## src/rtl/mem_pkg.sv

```systemverilog
// Shared data-memory access types: size encoding, buffered store entry,
// and the byte-count helper used for word-span calculations.
package mem_pkg;

    localparam int MEM_SIZE_LOG2 = 13;

    typedef enum logic [1:0] {
        MSIZE_BYTE = 2'b00,
        MSIZE_HALF = 2'b01,
        MSIZE_WORD = 2'b10
    } mem_size_t;

    typedef struct packed {
        logic [MEM_SIZE_LOG2-1:0] addr;
        mem_size_t                size;
        logic [31:0]              wdata;
    } sb_entry_t;

    function automatic logic [2:0] size_bytes(input mem_size_t s);
        case (s)
            MSIZE_BYTE: return 3'd1;
            MSIZE_HALF: return 3'd2;
            default:    return 3'd4;
        endcase
    endfunction

    // Encoding 2'b11 is accepted on the request side and behaves as a word.
    function automatic mem_size_t norm_size(input logic [1:0] s);
        return (s == 2'b11) ? MSIZE_WORD : mem_size_t'(s);
    endfunction

endpackage

```

## src/rtl/store_buffer_fifo.sv

```systemverilog
// sb_fifo: DEPTH-entry circular store queue with per-entry valid bits so the
// parent can scan every occupied slot for load/store overlap.
module sb_fifo
    import mem_pkg::*;
#(
    parameter int DEPTH = 4
) (
    input  logic                     clk,
    input  logic                     rst,
    input  logic                     push_i,
    input  sb_entry_t                push_entry_i,
    input  logic                     pop_i,
    output sb_entry_t                head_o,
    output sb_entry_t                entries_o [DEPTH],
    output logic [DEPTH-1:0]         valid_o,
    output logic [$clog2(DEPTH):0]   count_o
);

    localparam int PW = $clog2(DEPTH);
    localparam int CW = PW + 1;

    logic [PW-1:0]    head_q, head_d, tail_q, tail_d;
    logic [CW-1:0]    count_q, count_d;
    logic [DEPTH-1:0] valid_q, valid_d;
    sb_entry_t        mem_q [DEPTH];

    // Callers only push below DEPTH and only pop when non-empty.
    always_comb begin
        head_d  = head_q;
        tail_d  = tail_q;
        valid_d = valid_q;
        if (pop_i) begin
            valid_d[head_q] = 1'b0;
            head_d          = head_q + PW'(1);
        end
        if (push_i) begin
            valid_d[tail_q] = 1'b1;
            tail_d          = tail_q + PW'(1);
        end
        count_d = count_q + CW'(push_i) - CW'(pop_i);
    end

    always_ff @(posedge clk) begin
        if (rst) begin
            head_q  <= '0;
            tail_q  <= '0;
            count_q <= '0;
            valid_q <= '0;
        end else begin
            head_q  <= head_d;
            tail_q  <= tail_d;
            count_q <= count_d;
            valid_q <= valid_d;
        end
    end

    always_ff @(posedge clk) begin
        if (push_i) begin
            mem_q[tail_q] <= push_entry_i;
        end
    end

    assign head_o    = mem_q[head_q];
    assign entries_o = mem_q;
    assign valid_o   = valid_q;
    assign count_o   = count_q;

endmodule

```

## src/rtl/store_buffer.sv

```systemverilog
// Store buffer in front of a single-port data memory: loads take the port at once,
// buffered stores drain when it is free. Optional fence port: STORE_BUFFER_FENCE_EN.
module store_buffer
    import mem_pkg::*;
#(
    parameter int SIZE_LOG2 = MEM_SIZE_LOG2,
    parameter int DEPTH     = 4
) (
    input  logic                   clk,
    input  logic                   rst,
    input  logic                   req_valid,
    output logic                   req_ready,
    input  logic                   req_we,
    input  logic [1:0]             req_size,
    input  logic                   req_signed,
    input  logic [SIZE_LOG2-1:0]   req_addr,
    input  logic [31:0]            req_wdata,
    output logic                   mem_we,
    output logic [1:0]             mem_size,
    output logic                   mem_signed,
    output logic [SIZE_LOG2-1:0]   mem_a,
    output logic [31:0]            mem_wd,
    output logic                   load_valid,
    output logic [$clog2(DEPTH):0] sb_count
`ifdef STORE_BUFFER_FENCE_EN
    ,
    input  logic                   fence,
    output logic                   fence_done
`endif
);

    localparam int CW = $clog2(DEPTH) + 1;
    localparam logic [CW-1:0] FULL = CW'(DEPTH);

    // End word index of an access; wraps with the memory's address space.
    function automatic logic [SIZE_LOG2-3:0] word_end(input logic [SIZE_LOG2-1:0] a,
                                                      input mem_size_t s);
        logic [SIZE_LOG2-1:0] last;
        last = a + SIZE_LOG2'(size_bytes(s)) - SIZE_LOG2'(1);
        return last[SIZE_LOG2-1:2];
    endfunction

    sb_entry_t            head, push_entry;
    sb_entry_t            entries [DEPTH];
    logic [DEPTH-1:0]     valid;
    logic [CW-1:0]        count;
    mem_size_t            req_sz;
    logic [SIZE_LOG2-3:0] ld_ws, ld_we, e_ws, e_we;
    logic                 hazard, block, load_acc, store_acc, drain;
    logic                 load_valid_q;
    logic [SIZE_LOG2-1:0] last_a_q;
    logic [1:0]           last_size_q;
    logic                 last_signed_q;
    logic [31:0]          last_wd_q;

    assign req_sz     = norm_size(req_size);
    assign ld_ws      = req_addr[SIZE_LOG2-1:2];
    assign ld_we      = word_end(req_addr, req_sz);
    assign push_entry = '{addr: req_addr, size: req_sz, wdata: req_wdata};

    always_comb begin
        hazard = 1'b0;
        e_ws   = '0;
        e_we   = '0;
        for (int i = 0; i < DEPTH; i++) begin
            e_ws = entries[i].addr[SIZE_LOG2-1:2];
            e_we = word_end(entries[i].addr, entries[i].size);
            if (valid[i] && (ld_ws == e_ws || ld_ws == e_we || ld_we == e_ws || ld_we == e_we)) begin
                hazard = 1'b1;
            end
        end
    end

`ifdef STORE_BUFFER_FENCE_EN
    assign block      = fence;
    assign fence_done = (count == '0);
`else
    assign block      = 1'b0;
`endif

    assign req_ready = !block && (req_we ? (count < FULL) : !hazard);
    assign load_acc  = req_valid && !req_we && req_ready;
    assign store_acc = req_valid && req_we && req_ready;
    assign drain     = !load_acc && (count != '0);

    // Port mux: load first, then head drain, otherwise hold the last values.
    always_comb begin
        mem_we     = 1'b0;
        mem_a      = last_a_q;
        mem_size   = last_size_q;
        mem_signed = last_signed_q;
        mem_wd     = last_wd_q;
        if (load_acc) begin
            mem_a      = req_addr;
            mem_size   = req_sz;
            mem_signed = req_signed;
        end else if (drain) begin
            mem_we     = 1'b1;
            mem_a      = head.addr;
            mem_size   = head.size;
            mem_signed = 1'b0;
            mem_wd     = head.wdata;
        end
    end

    always_ff @(posedge clk) begin
        if (rst) begin
            load_valid_q <= 1'b0;
        end else begin
            load_valid_q <= load_acc;
        end
    end

    always_ff @(posedge clk) begin
        last_a_q      <= mem_a;
        last_size_q   <= mem_size;
        last_signed_q <= mem_signed;
        last_wd_q     <= mem_wd;
    end

    sb_fifo #(.DEPTH(DEPTH)) u_fifo (
        .clk          (clk),
        .rst          (rst),
        .push_i       (store_acc),
        .push_entry_i (push_entry),
        .pop_i        (drain),
        .head_o       (head),
        .entries_o    (entries),
        .valid_o      (valid),
        .count_o      (count)
    );

    assign load_valid = load_valid_q;
    assign sb_count   = count;

endmodule
```

## config.mk

```make
export PLATFORM = sky130hd
export DESIGN_NAME = store_buffer
export DESIGN_NICKNAME = d
export VERILOG_FILES = /design/src/rtl/mem_pkg.sv /design/src/rtl/store_buffer_fifo.sv /design/src/rtl/store_buffer.sv
export SDC_FILE = /design/constraint.sdc
export NUM_CORES = 1
export LEC_CHECK = 0
export BUFFER_PORTS_ARGS = -buffer_cell sky130_fd_sc_hd__buf_2
export CELL_PAD_IN_SITES_DETAIL_PLACEMENT = 0
export CELL_PAD_IN_SITES_GLOBAL_PLACEMENT = 2
export CORE_ASPECT_RATIO = 1.5
export CORE_MARGIN = 10
export CORE_UTILIZATION = 30
export DETAILED_ROUTE_END_ITERATION = 6
export PLACE_DENSITY = 0.68
export SETUP_SLACK_MARGIN = 0.1
export SYNTH_ARGS = -nofsm -noshare
export SYNTH_HDL_FRONTEND = slang
export SYNTH_SLANG_ARGS = --single-unit
```

## constraint.sdc

```tcl
create_clock -name clk -period 13.9 [get_ports clk]
set_input_delay 4.17 -clock clk [delete_from_list [all_inputs] [get_ports clk]]
set_output_delay 4.17 -clock clk [all_outputs]
set_load 0.03 [all_outputs]
```

* Word-level counts from Yosys, hierarchy flattened
Cells that the tools add are included.
Operators by class: $add $sub $neg 14, $mul 0, divide/modulo/power cells 0, $lt $le $gt $ge 8, eq/ne operators 22, shift-type cells 0, muxes and demuxes 33, bitwise operators 5, reductions and logical operators 33
Operators by type and width (count):
- $bwmux W188 | 1
- $eq A11 B11 Y1 | 16
- $mux W47 | 3
- $bmux W47 S2 | 1
- $demux W47 S2 | 1
- $add A13 B3 Y13 | 5
- $sub A13 B1 Y13 const B | 5
- $mux W32 | 2
- $pmux W3 S2 | 5
- $mux W13 | 2
- $logic_and A1 B1 Y1 | 12
- $logic_or A1 B1 Y1 | 12
- $mux W1 | 11
- $eq A2 B1 Y1 const B | 5
- $logic_not A2 Y1 | 5
- $mux W4 | 2
- $ge A3 B3 Y1 const B | 2
- $lt A2 B3 Y1 const B | 2
- $mux W2 | 3
- $not A2 Y3 | 2
- $add A2 B1 Y2 const B | 2
- $and A4 B4 Y4 | 1
- $demux W1 S2 | 2
- $ge A2 B1 Y1 const B | 2
- 9 further kinds | 11
Storage, ports and cells: register bits 248, bits in latches 0, bits in writable memories 0, bits in read-only memories 0, bits of input ports 52, output and inout bits 54, logic and storage cells 136, memories 0

* Longest topological paths before layout
Gate-level depths: netlist of run 1.
depth after elaboration 22, mapped depth 24, mapped depth without buffers 22

* Modules after synthesis
A second synthesis of run 1 with hierarchy kept.
Unflattened totals: cell total of the unflattened synthesis 1239, area, all modules 15103.2 µm²
Modules (own cells, without submodules):
- store_buffer | instances 1, cells each 938, area each 7709.9 µm², seq. area each 980.9 µm²
- sb_fifo | instances 1, cells each 301, area each 7393.3 µm², seq. area each 5865.6 µm²

* Least setup slack after synthesis of run 1
Ideal clock, no wire load.
kind input to output, from input req_addr[2], to output mem_signed, arrival time 8.552 ns, data required time 9.730 ns, slack 1.178 ns, cell stages on the path 16, path buffers 2, cells stage by stage clkbuf_1 -> inv_1 -> ha_1 -> fa_1 -> nand2b_1 -> o2bb2ai_1 -> xnor2_2 -> xnor2_1 -> nand4_1 -> a21oi_1 -> or4b_1 -> o41a_1 -> o21ai_2 -> nor3_1 -> buf_2 -> o31ai_1
On the way: cells in the longest elaborated chain, start to end 17, elaborated cells between the ends (all ways) 45, classes of those cells add/sub (2); eq/ne (16); mux (7); reduce/logical (20)
RTL lines:
- start, declared | line store_buffer.sv:16 | input logic [SIZE_LOG2-1:0] req_addr,
- $add A13 B3 Y13 | line store_buffer.sv:39 | last = a + SIZE_LOG2'(size_bytes(s)) - SIZE_LOG2'(1);
- $sub A13 B1 Y13 | line store_buffer.sv:39
- $eq A11 B11 Y1 | line store_buffer.sv:68 | if (valid[i] && (ld_ws == e_ws || ld_ws == e_we || ld_we == e_ws || ld_we == e_we)) begin
- $logic_or A1 B1 Y1 (2 in a row) | line store_buffer.sv:68
- $logic_and A1 B1 Y1 | line store_buffer.sv:68
- $mux W1 (3 in a row) | line store_buffer.sv:68
- $mux W1 * | line store_buffer.sv:68
- $logic_not A1 Y1 * | line store_buffer.sv:81 | assign req_ready = !block && (req_we ? (count < FULL) : !hazard);
- $mux W1 * | line store_buffer.sv:81
- $logic_and A1 B1 Y1 * | line store_buffer.sv:82 | assign load_acc = req_valid && !req_we && req_ready;
- $logic_not A1 Y1 | line store_buffer.sv:84 | assign drain = !load_acc && (count != '0);
- $logic_and A1 B1 Y1 | line store_buffer.sv:84
- $mux W1 | line store_buffer.sv:97 | end else if (drain) begin
- $mux W1 * | line store_buffer.sv:93 | if (load_acc) begin
- end, declared | line store_buffer.sv:20 | output logic mem_signed,
Every way passes the cells marked *; elsewhere a longest branch is shown, timed or not.

* Worst setup path in the final report of run 1
from input req_size[1], to output mem_wd[15]
On the way: cells in the longest elaborated chain, start to end 21, elaborated cells between the ends (all ways) 38, classes of those cells add/sub (2); eq/ne (10); mux (9); reduce/logical (17)
RTL lines:
- start, declared | line store_buffer.sv:14 | input logic [1:0] req_size,
- $eq A2 B2 Y1 | line mem_pkg.sv:29 | return (s == 2'b11) ? MSIZE_WORD : mem_size_t'(s);
- $mux W2 * | line mem_pkg.sv:29
- $eq A2 B1 Y1 / $logic_not A2 Y1 (equally long branches) | line mem_pkg.sv:20 | case (s)
- $pmux W3 S2 * | line mem_pkg.sv:20
- $add A13 B3 Y13 * | line store_buffer.sv:39
- $sub A13 B1 Y13 * | line store_buffer.sv:39
- $eq A11 B11 Y1 | line store_buffer.sv:68
- $logic_or A1 B1 Y1 (2 in a row) | line store_buffer.sv:68
- [... 4 more ...]
- $mux W1 * | line store_buffer.sv:68
- $logic_not A1 Y1 * | line store_buffer.sv:81
- $mux W1 * | line store_buffer.sv:81
- $logic_and A1 B1 Y1 * | line store_buffer.sv:82
- $logic_not A1 Y1 | line store_buffer.sv:84
- $logic_and A1 B1 Y1 | line store_buffer.sv:84
- $mux W32 | line store_buffer.sv:97
- $mux W32 * | line store_buffer.sv:93
- end, declared | line store_buffer.sv:22 | output logic [31:0] mem_wd,
Marked as above.

==> summary.md, run 1 <==
| Metric | Value |
|---|---|
| Outcome | `finished, final reports clean` |
| Overall power | `0.00289 W` |
| Total global-route track usage | `0.159` |
| Critical Path, Cell by Cell | `buf_2, inv_1, nand2_1, ha_1, or2_2, fa_1, nand2b_1, o2bb2ai_1, xnor2_2, buf_4, xor2_1, or4_1, nor4_1, nand4_1, nand4_4, o31ai_4, inv_6, buf_12, mux2_4, buf_2` |
| Area grow syn2layout | `15.3%` |
| Area used by multi-input combinational logic | `0.00750 mm2` |
| Die height | `294 um` |
| Slowest cell on the critical path | `or4_1` |
| Setup bufs post-CTS | `0` |
| Vias | `10100` |
| Crit path launch type | `input port` |
| Cts bufs inserted | `26` |
| Syn nets | `1360` |
| RSZ-0062 raised after global routing | `no` |
| Total gr overflow | `0` |
| Setup CP Type | `input port to output port` |
| Finish-stage setup viols | `0` |
| IO Pins | `106` |
| Floorplan row count | `100` |
| Most frequent cells in the layout | `188 x edfxtp_1, 170 x xnor2_1, 105 x buf_2` |
| Root Driver | `clkbuf_16` |
| Core ar. | `0.0495 mm2` |
| Max cap viols | `0` |
| Setup tns final | `0 ns` |
| Fin. max-slew vios | `0` |
| # diodes | `0` |
| HP Class | `flip-flop to flip-flop` |
| Total Routed Length | `47900 um` |
| Final GP Congestion | `~0.90` |
| Worst-path clk slew | `0.06 ns` |
| Post-route insts no fill | `2032` |
| WP data arrival | `9.17 ns` |
| Max clock buf depth | `3` |
| Avg WL per Cell | `roughly 24 um` |
| CTS tree | `built` |
| Clk Latency, worst-skew pair | `0.56 ns` |
| Critical Path RT | `around 9.7 ns` |
| Placed cells | `approximately 2000` |
| DRT Pass-1 Iters | `7` |
| Post-synth EDFFs | `188` |
| Port buffer count | `105` |
| Register area share after synthesis | `0.457` |
| Hold_buf cts | `0` |
| Slew Limit Headroom | `0.431` |
| VDD IR max | `0.000158 V` |
| Fin crit period | `13.34 ns` |
| Syn. warnings | `0` |
| Fin. Hold Viols | `0` |
| Crit-path max FO | `15` |
| Post-synth ARST share | `0` |
| Pin count of the biggest net entering global routing | `between 40 and 50` |
| Starting Density | `0.303` |
| H-tree levels | `1` |
| Fmax | `75.0 MHz` |
| Crit end category | `output port` |
| Initial antenna violation count | `3` |
| Die ar. | `0.0595 mm2` |
| Synth cell types | `91` |
| Nets | `about 1500` |
| Die Width | `203 um` |
| Cell area after synthesis | `0.0150 mm2` |
| First-pass GRT wire length | `70700 um` |
| Final period utilization | `0.959` |
| Seq cells post-synth | `between 200 and 250` |
| Least-Margin Pin Slew | `0.853 ns` |
| PwrDens | `167 mW/mm2` |
| Residual DRC | `0` |
| Post-DP HPWL | `36200 um` |
| Leakage | `about 6.4 nW` |
| Register area | `0.00685 mm2` |
| Detailed Route Iter0 Violations | `566` |
| Syn_area_per_cell | `about 12 um2` |
| Share of cells above drive strength 1 | `0.224` |
| Fill cells | `approximately 5000` |
| Vias per cell | `roughly 5` |
| Synthesized instance count | `1232` |
| Worst path max stage delay | `roughly 0.50 ns` |
| Antenna violation net count after detailed routing | `0` |
| Primary FF master, synth | `edfxtp_1` |
| CTS sink cnt | `248` |
| Vias in the first global route | `between 10000 and 15000` |
| Post-cts sizing count | `0` |
| Cell mode on critical path | `buf_2` |
| Skew final | `~0.024 ns` |
| Most common cell after layout, fill and taps aside | `edfxtp_1` |
metal layers:
layer,global-route usage,wire length [um]
met5,0,39
met2,0.291,25000
met1,0.175,18200
met4,0.0664,2030
met3,0.0301,2620
kinds of logic (layout without fill, tap and decap cells):
family,Yosys count,in the layout,share of synthesized area
flip-flops,248,248,0.457
XOR/XNOR,224,224,0.140
buffers and inverters,151,288,0.0433
multiplexers,103,103,0.118
AND/OR/NAND/NOR,234,234,0.0819
AO/OA/AOI/OAI,196,196,0.0931
adder cells (fa/ha/maj),76,76,0.0664
registers in the layout (all words and copies together) (netlist names), 2 cells and up:
register,cells
u_fifo.tail_q,2
last_wd_q,32
u_fifo.count_o,3
last_a_q,13
u_fifo.entries_o,188
u_fifo.valid_o,4
last_size_q,2
u_fifo.head_q,2
cell usage after synthesis, types with 4 or more instances:
master	n	area (um2)
edfxtp_1	188	5650
xnor2_1	170	1490
inv_1	101	379
ha_1	70	876
nand2_1	65	244
dfxtp_1	60	1200
a21oi_1	53	265
nor2_1	48	180
mux4_2	47	1060
xor2_1	43	377
o21ai_0	37	185
mux2_4	28	420
nand4_1	27	169
clkbuf_1	24	90.1
mux2i_1	19	190
nor3_1	15	75.1
a21o_1	13	97.6
nand2b_1	13	81.3
a211oi_1	11	82.6
buf_2	11	55.1
nand3_1	11	55.1
mux2_2	9	101
nor4_1	8	50.1
o21bai_1	8	60.1
buf_1	7	26.3
o21a_1	7	52.6
and2_1	6	37.5
and3_1	6	37.5
fa_1	6	120
o211ai_1	6	45.0
a31oi_1	5	31.3
or4_1	5	37.5
a21boi_0	4	30.0
o22ai_1	4	25.0
o31ai_1	4	30.0
or2_2	4	25.0
where the power goes:
part / internal, W / switching, W / total [W] / leakage [nW]
clock: 0.000466 / 0.000303 / 0.000768 / 0.451
combinational: 0.000480 / 0.000680 / 0.00116 / 3.78
sequential: 0.000905 / 0.0000548 / 0.000959 / 2.21
total: 0.00185 / 0.00104 / 0.00289 / 6.44
per-stage QoR:
step                hold slack [ns]  cell area [um2]  worst slack [ns]  utilization
CTS                           0.470            17300             0.534        0.349
global placement              0.453            16400             0.687        0.330
finish                        0.467            17300             0.565        0.349
detailed placement            0.454            16400             0.571        0.330
global route                  0.479            17300             0.320        0.349
floorplan                     0.493            15000              1.18            -
worst max-delay path, delay by kind of cell:
family	cells	cell delay, ns
AOI/OAI and AO/OA	2	0.36
xor gates and xnor gates	2	0.48
adders and majority gates	2	0.78
buffers and inverters	6	1.04
muxes	1	0.32
and+or+nand+nor	7	1.97
worst paths after layout:
path	from	end	slack, ns	cells after the start
worst max register to register	u_fifo.entries_o[174]$_DFFE_PP_	u_fifo.count_o[1]$_SDFF_PP0_	8.11	20
worst min-delay path	last_wd_q[19]$_DFF_P_	last_wd_q[19]$_DFF_P_	0.47	1
worst max-delay path	req_size[1]	mem_wd[15]	0.56	20
worst min register to register	last_wd_q[19]$_DFF_P_	last_wd_q[19]$_DFF_P_	0.47	1
area by class of cell:
| class | count | area share |
|---|---|---|
| clock buffers | 36 | 0.0428 |
| clock inverters | 12 | 0.0114 |
| inverters | 103 | 0.0227 |
| multi-input cells | 833 | 0.434 |
| flip-flops and latches | 248 | 0.396 |
| well taps | 663 | 0.0480 |
| repair buffers | 137 | 0.0450 |
Power figures use the tool's default switching activity.
==> inputs of run 2 (changes only) <==
--- a/config.mk
+++ b/config.mk
@@ -12,7 +12,7 @@
 export CORE_MARGIN = 10
 export CORE_UTILIZATION = 30
 export DETAILED_ROUTE_END_ITERATION = 6
-export PLACE_DENSITY = 0.68
+export PLACE_DENSITY = 0.6
 export SETUP_SLACK_MARGIN = 0.1
 export SYNTH_ARGS = -nofsm -noshare
 export SYNTH_HDL_FRONTEND = slang
==> run 2 against run 1 <==
Net effect: utilization is 0.26 points lower; hold slack better by 0.00074 ns; die area stayed put; sequential share of layout area is 0.30 points higher; flip-flop and latch count stayed put; via count is 2.7% lower; largest cell class unchanged; highest routed layer unchanged.
==> summary.md, run 2 (same netlist as run 1, synthesis figures left out) <==
| Metric | Value |
|---|---|
| Max cap viols | `0` |
| WP data arrival | `just over 9 ns` |
| Die height | `294 um` |
| Final Cell Area | `~0.017 mm2` |
| Avg WL per Cell | `23.7 um` |
| Final period utilization | `0.954` |
| Cts bufs inserted | `27` |
| Clk Latency, worst-skew pair | `0.55 ns` |
| DRT Pass-1 Iters | `5` |
| H-tree levels | `1` |
| Worst R2R End | `u_fifo.count_o[2]$_SDFF_PP0_` |
| Dpl cell area | `around 0.016 mm2` |
| Least-Margin Pin Slew | `0.987 ns` |
| IO Pins | `106` |
| Leakage | `6.37 nW` |
| Root Driver | `clkbuf_16` |
| Most common cell after layout, fill and taps aside | `edfxtp_1` |
| Setup ws final | `about 0.64 ns` |
| Fin crit period | `13.26 ns` |
| HP Class | `flip-flop to flip-flop` |
| Pin count of the biggest net entering global routing | `48` |
| Crit end category | `output port` |
| Worst Hold End | `last_wd_q[30]$_DFF_P_` |
| Most frequent cells in the layout | `188 x edfxtp_1, 170 x xnor2_1, 105 x buf_2` |
| Placed cells | `1975` |
| Setup bufs post-CTS | `0` |
| RSZ-0062 raised after global routing | `no` |
| Vias per cell | `4.87` |
| Placement Setup Slack | `slightly above 0.6 ns` |
| Hold_buf cts | `0` |
| Crit path launch type | `input port` |
| Crit-path max FO | `34` |
| Fill cells | `between 5000 and 6000` |
| Area grow syn2layout | `14.5%` |
| Outcome | `finished, final reports clean` |
| Fmax | `around 75 MHz` |
| Hold Crit Depth | `1` |
| Residual DRC | `0` |
| Detailed Route Iter0 Violations | `511` |
| Fin. max-slew vios | `0` |
| FF-to-FF path depth | `23` |
| Post-route insts no fill | `2025` |
| Post-cts sizing count | `0` |
| Max clock buf depth | `3` |
| Port buffer count | `105` |
| PwrDens | `164 mW/mm2` |
| Finish-stage setup viols | `0` |
| Worst-path clk slew | `about 0.060 ns` |
| Total gr overflow | `0` |
| Setup tns final | `0 ns` |
| Vias in the first global route | `10500` |
| First-pass GRT wire length | `70400 um` |
| Share of cells above drive strength 1 | `0.217` |
| Die Width | `203 um` |
| Skew final | `0.0171 ns` |
| Hold_sp | `last_wd_q[30]$_DFF_P_` |
| Core ar. | `slightly below 0.05 mm2` |
| Worst r2r src | `u_fifo.entries_o[174]$_DFFE_PP_` |
| Post-DP HPWL | `36700 um` |
| Critical Path RT | `9.73 ns` |
| CTS sink cnt | `248` |
| Initial antenna violation count | `3` |
| Floorplan row count | `100` |
| CTS tree | `built` |
| Nets | `1469` |
| Total global-route track usage | `0.159` |
| Starting Density | `0.303` |
| Die ar. | `0.0595 mm2` |
| Vias | `9858` |
| Fin. Hold Viols | `0` |
| VDD IR max | `~0.00015 V` |
| Antenna violation net count after detailed routing | `0` |
| Max reg flops | `188` |
| Total Routed Length | `48100 um` |
| Setup CP Type | `input port to output port` |
| Worst hold slack | `0.468 ns` |
| Slew Limit Headroom | `0.340` |
| Reg2reg setup slack | `8.07 ns` |
| Final GP Congestion | `0.916` |
run 2: cell types whose count changed in the layout (fill, tap and decap cells not counted):
cell        delta
bufinv_16      -2
diode_2        +1
clkbuf_1       -1
buf_4          -9
inv_2          -1
clkbuf_8       -3
clkinvlp_4     -2
clkinv_4       +1
clkinv_1       +3
inv_8          +1
inv_6          +1
clkinv_2       +4
run 2: per-layer routing:
layer / global-route usage / wire (um)
met4: 0.0555 / 1710
met3: 0.0224 / 1710
met5: 0 / 32
met2: 0.301 / 25700
met1: 0.178 / 19000
run 2: worst max-delay path by stage:
stage                      from    endpoint  cells after the start
CTS                 req_size[1]   mem_wd[1]                     18
global placement    req_size[1]   mem_wd[2]                     18
finish              req_size[1]   mem_wd[2]                     18
detailed placement  req_size[1]   mem_wd[1]                     18
floorplan           req_addr[2]  mem_signed                     16
global route        req_size[1]   mem_wd[1]                     18
run 2: per-stage QoR:
stage	power, W	utilization
after global placement	0.00214	0.329
after detailed placement	0.00214	0.329
final	0.00281	0.346
after floorplan	0.00183	-
after global routing	0.00297	0.346
after CTS	0.00287	0.346
run 2: layout make-up:
class                           instances  area [um2]  share of cell area
Multi-Input combinational cell        833        7500               0.437
Clock buffer                           32         694              0.0405
Inverter                              103         393              0.0229
Clock inverter                         17         176              0.0103
Timing Repair Buffer                  128         711              0.0414
Tap cell                              663         830              0.0483
Sequential cell                       248        6850               0.399
Antenna cell                            1        2.50            0.000146
run 2: critical path: stages:
cell	delay [ns]
buf_2	0.14
inv_1	0.07
nand2_1	0.08
ha_1	0.29
or2_2	0.31
fa_1	0.48
nand2b_1	0.22
a21o_1	0.23
a31oi_1	0.31
and2_1	0.52
xnor2_1	0.14
nor4_1	0.35
nand4_1	0.28
o21ai_2	0.33
o31ai_4	0.17
inv_6	0.38
mux2_2	0.40
buf_2	0.18
run 2: power breakdown:
| group | internal, W | switching, W |
|---|---|---|
| sequential | 0.000904 | 0.0000529 |
| combinational | 0.000466 | 0.000674 |
| clock | 0.000415 | 0.000302 |
| total | 0.00179 | 0.00103 |
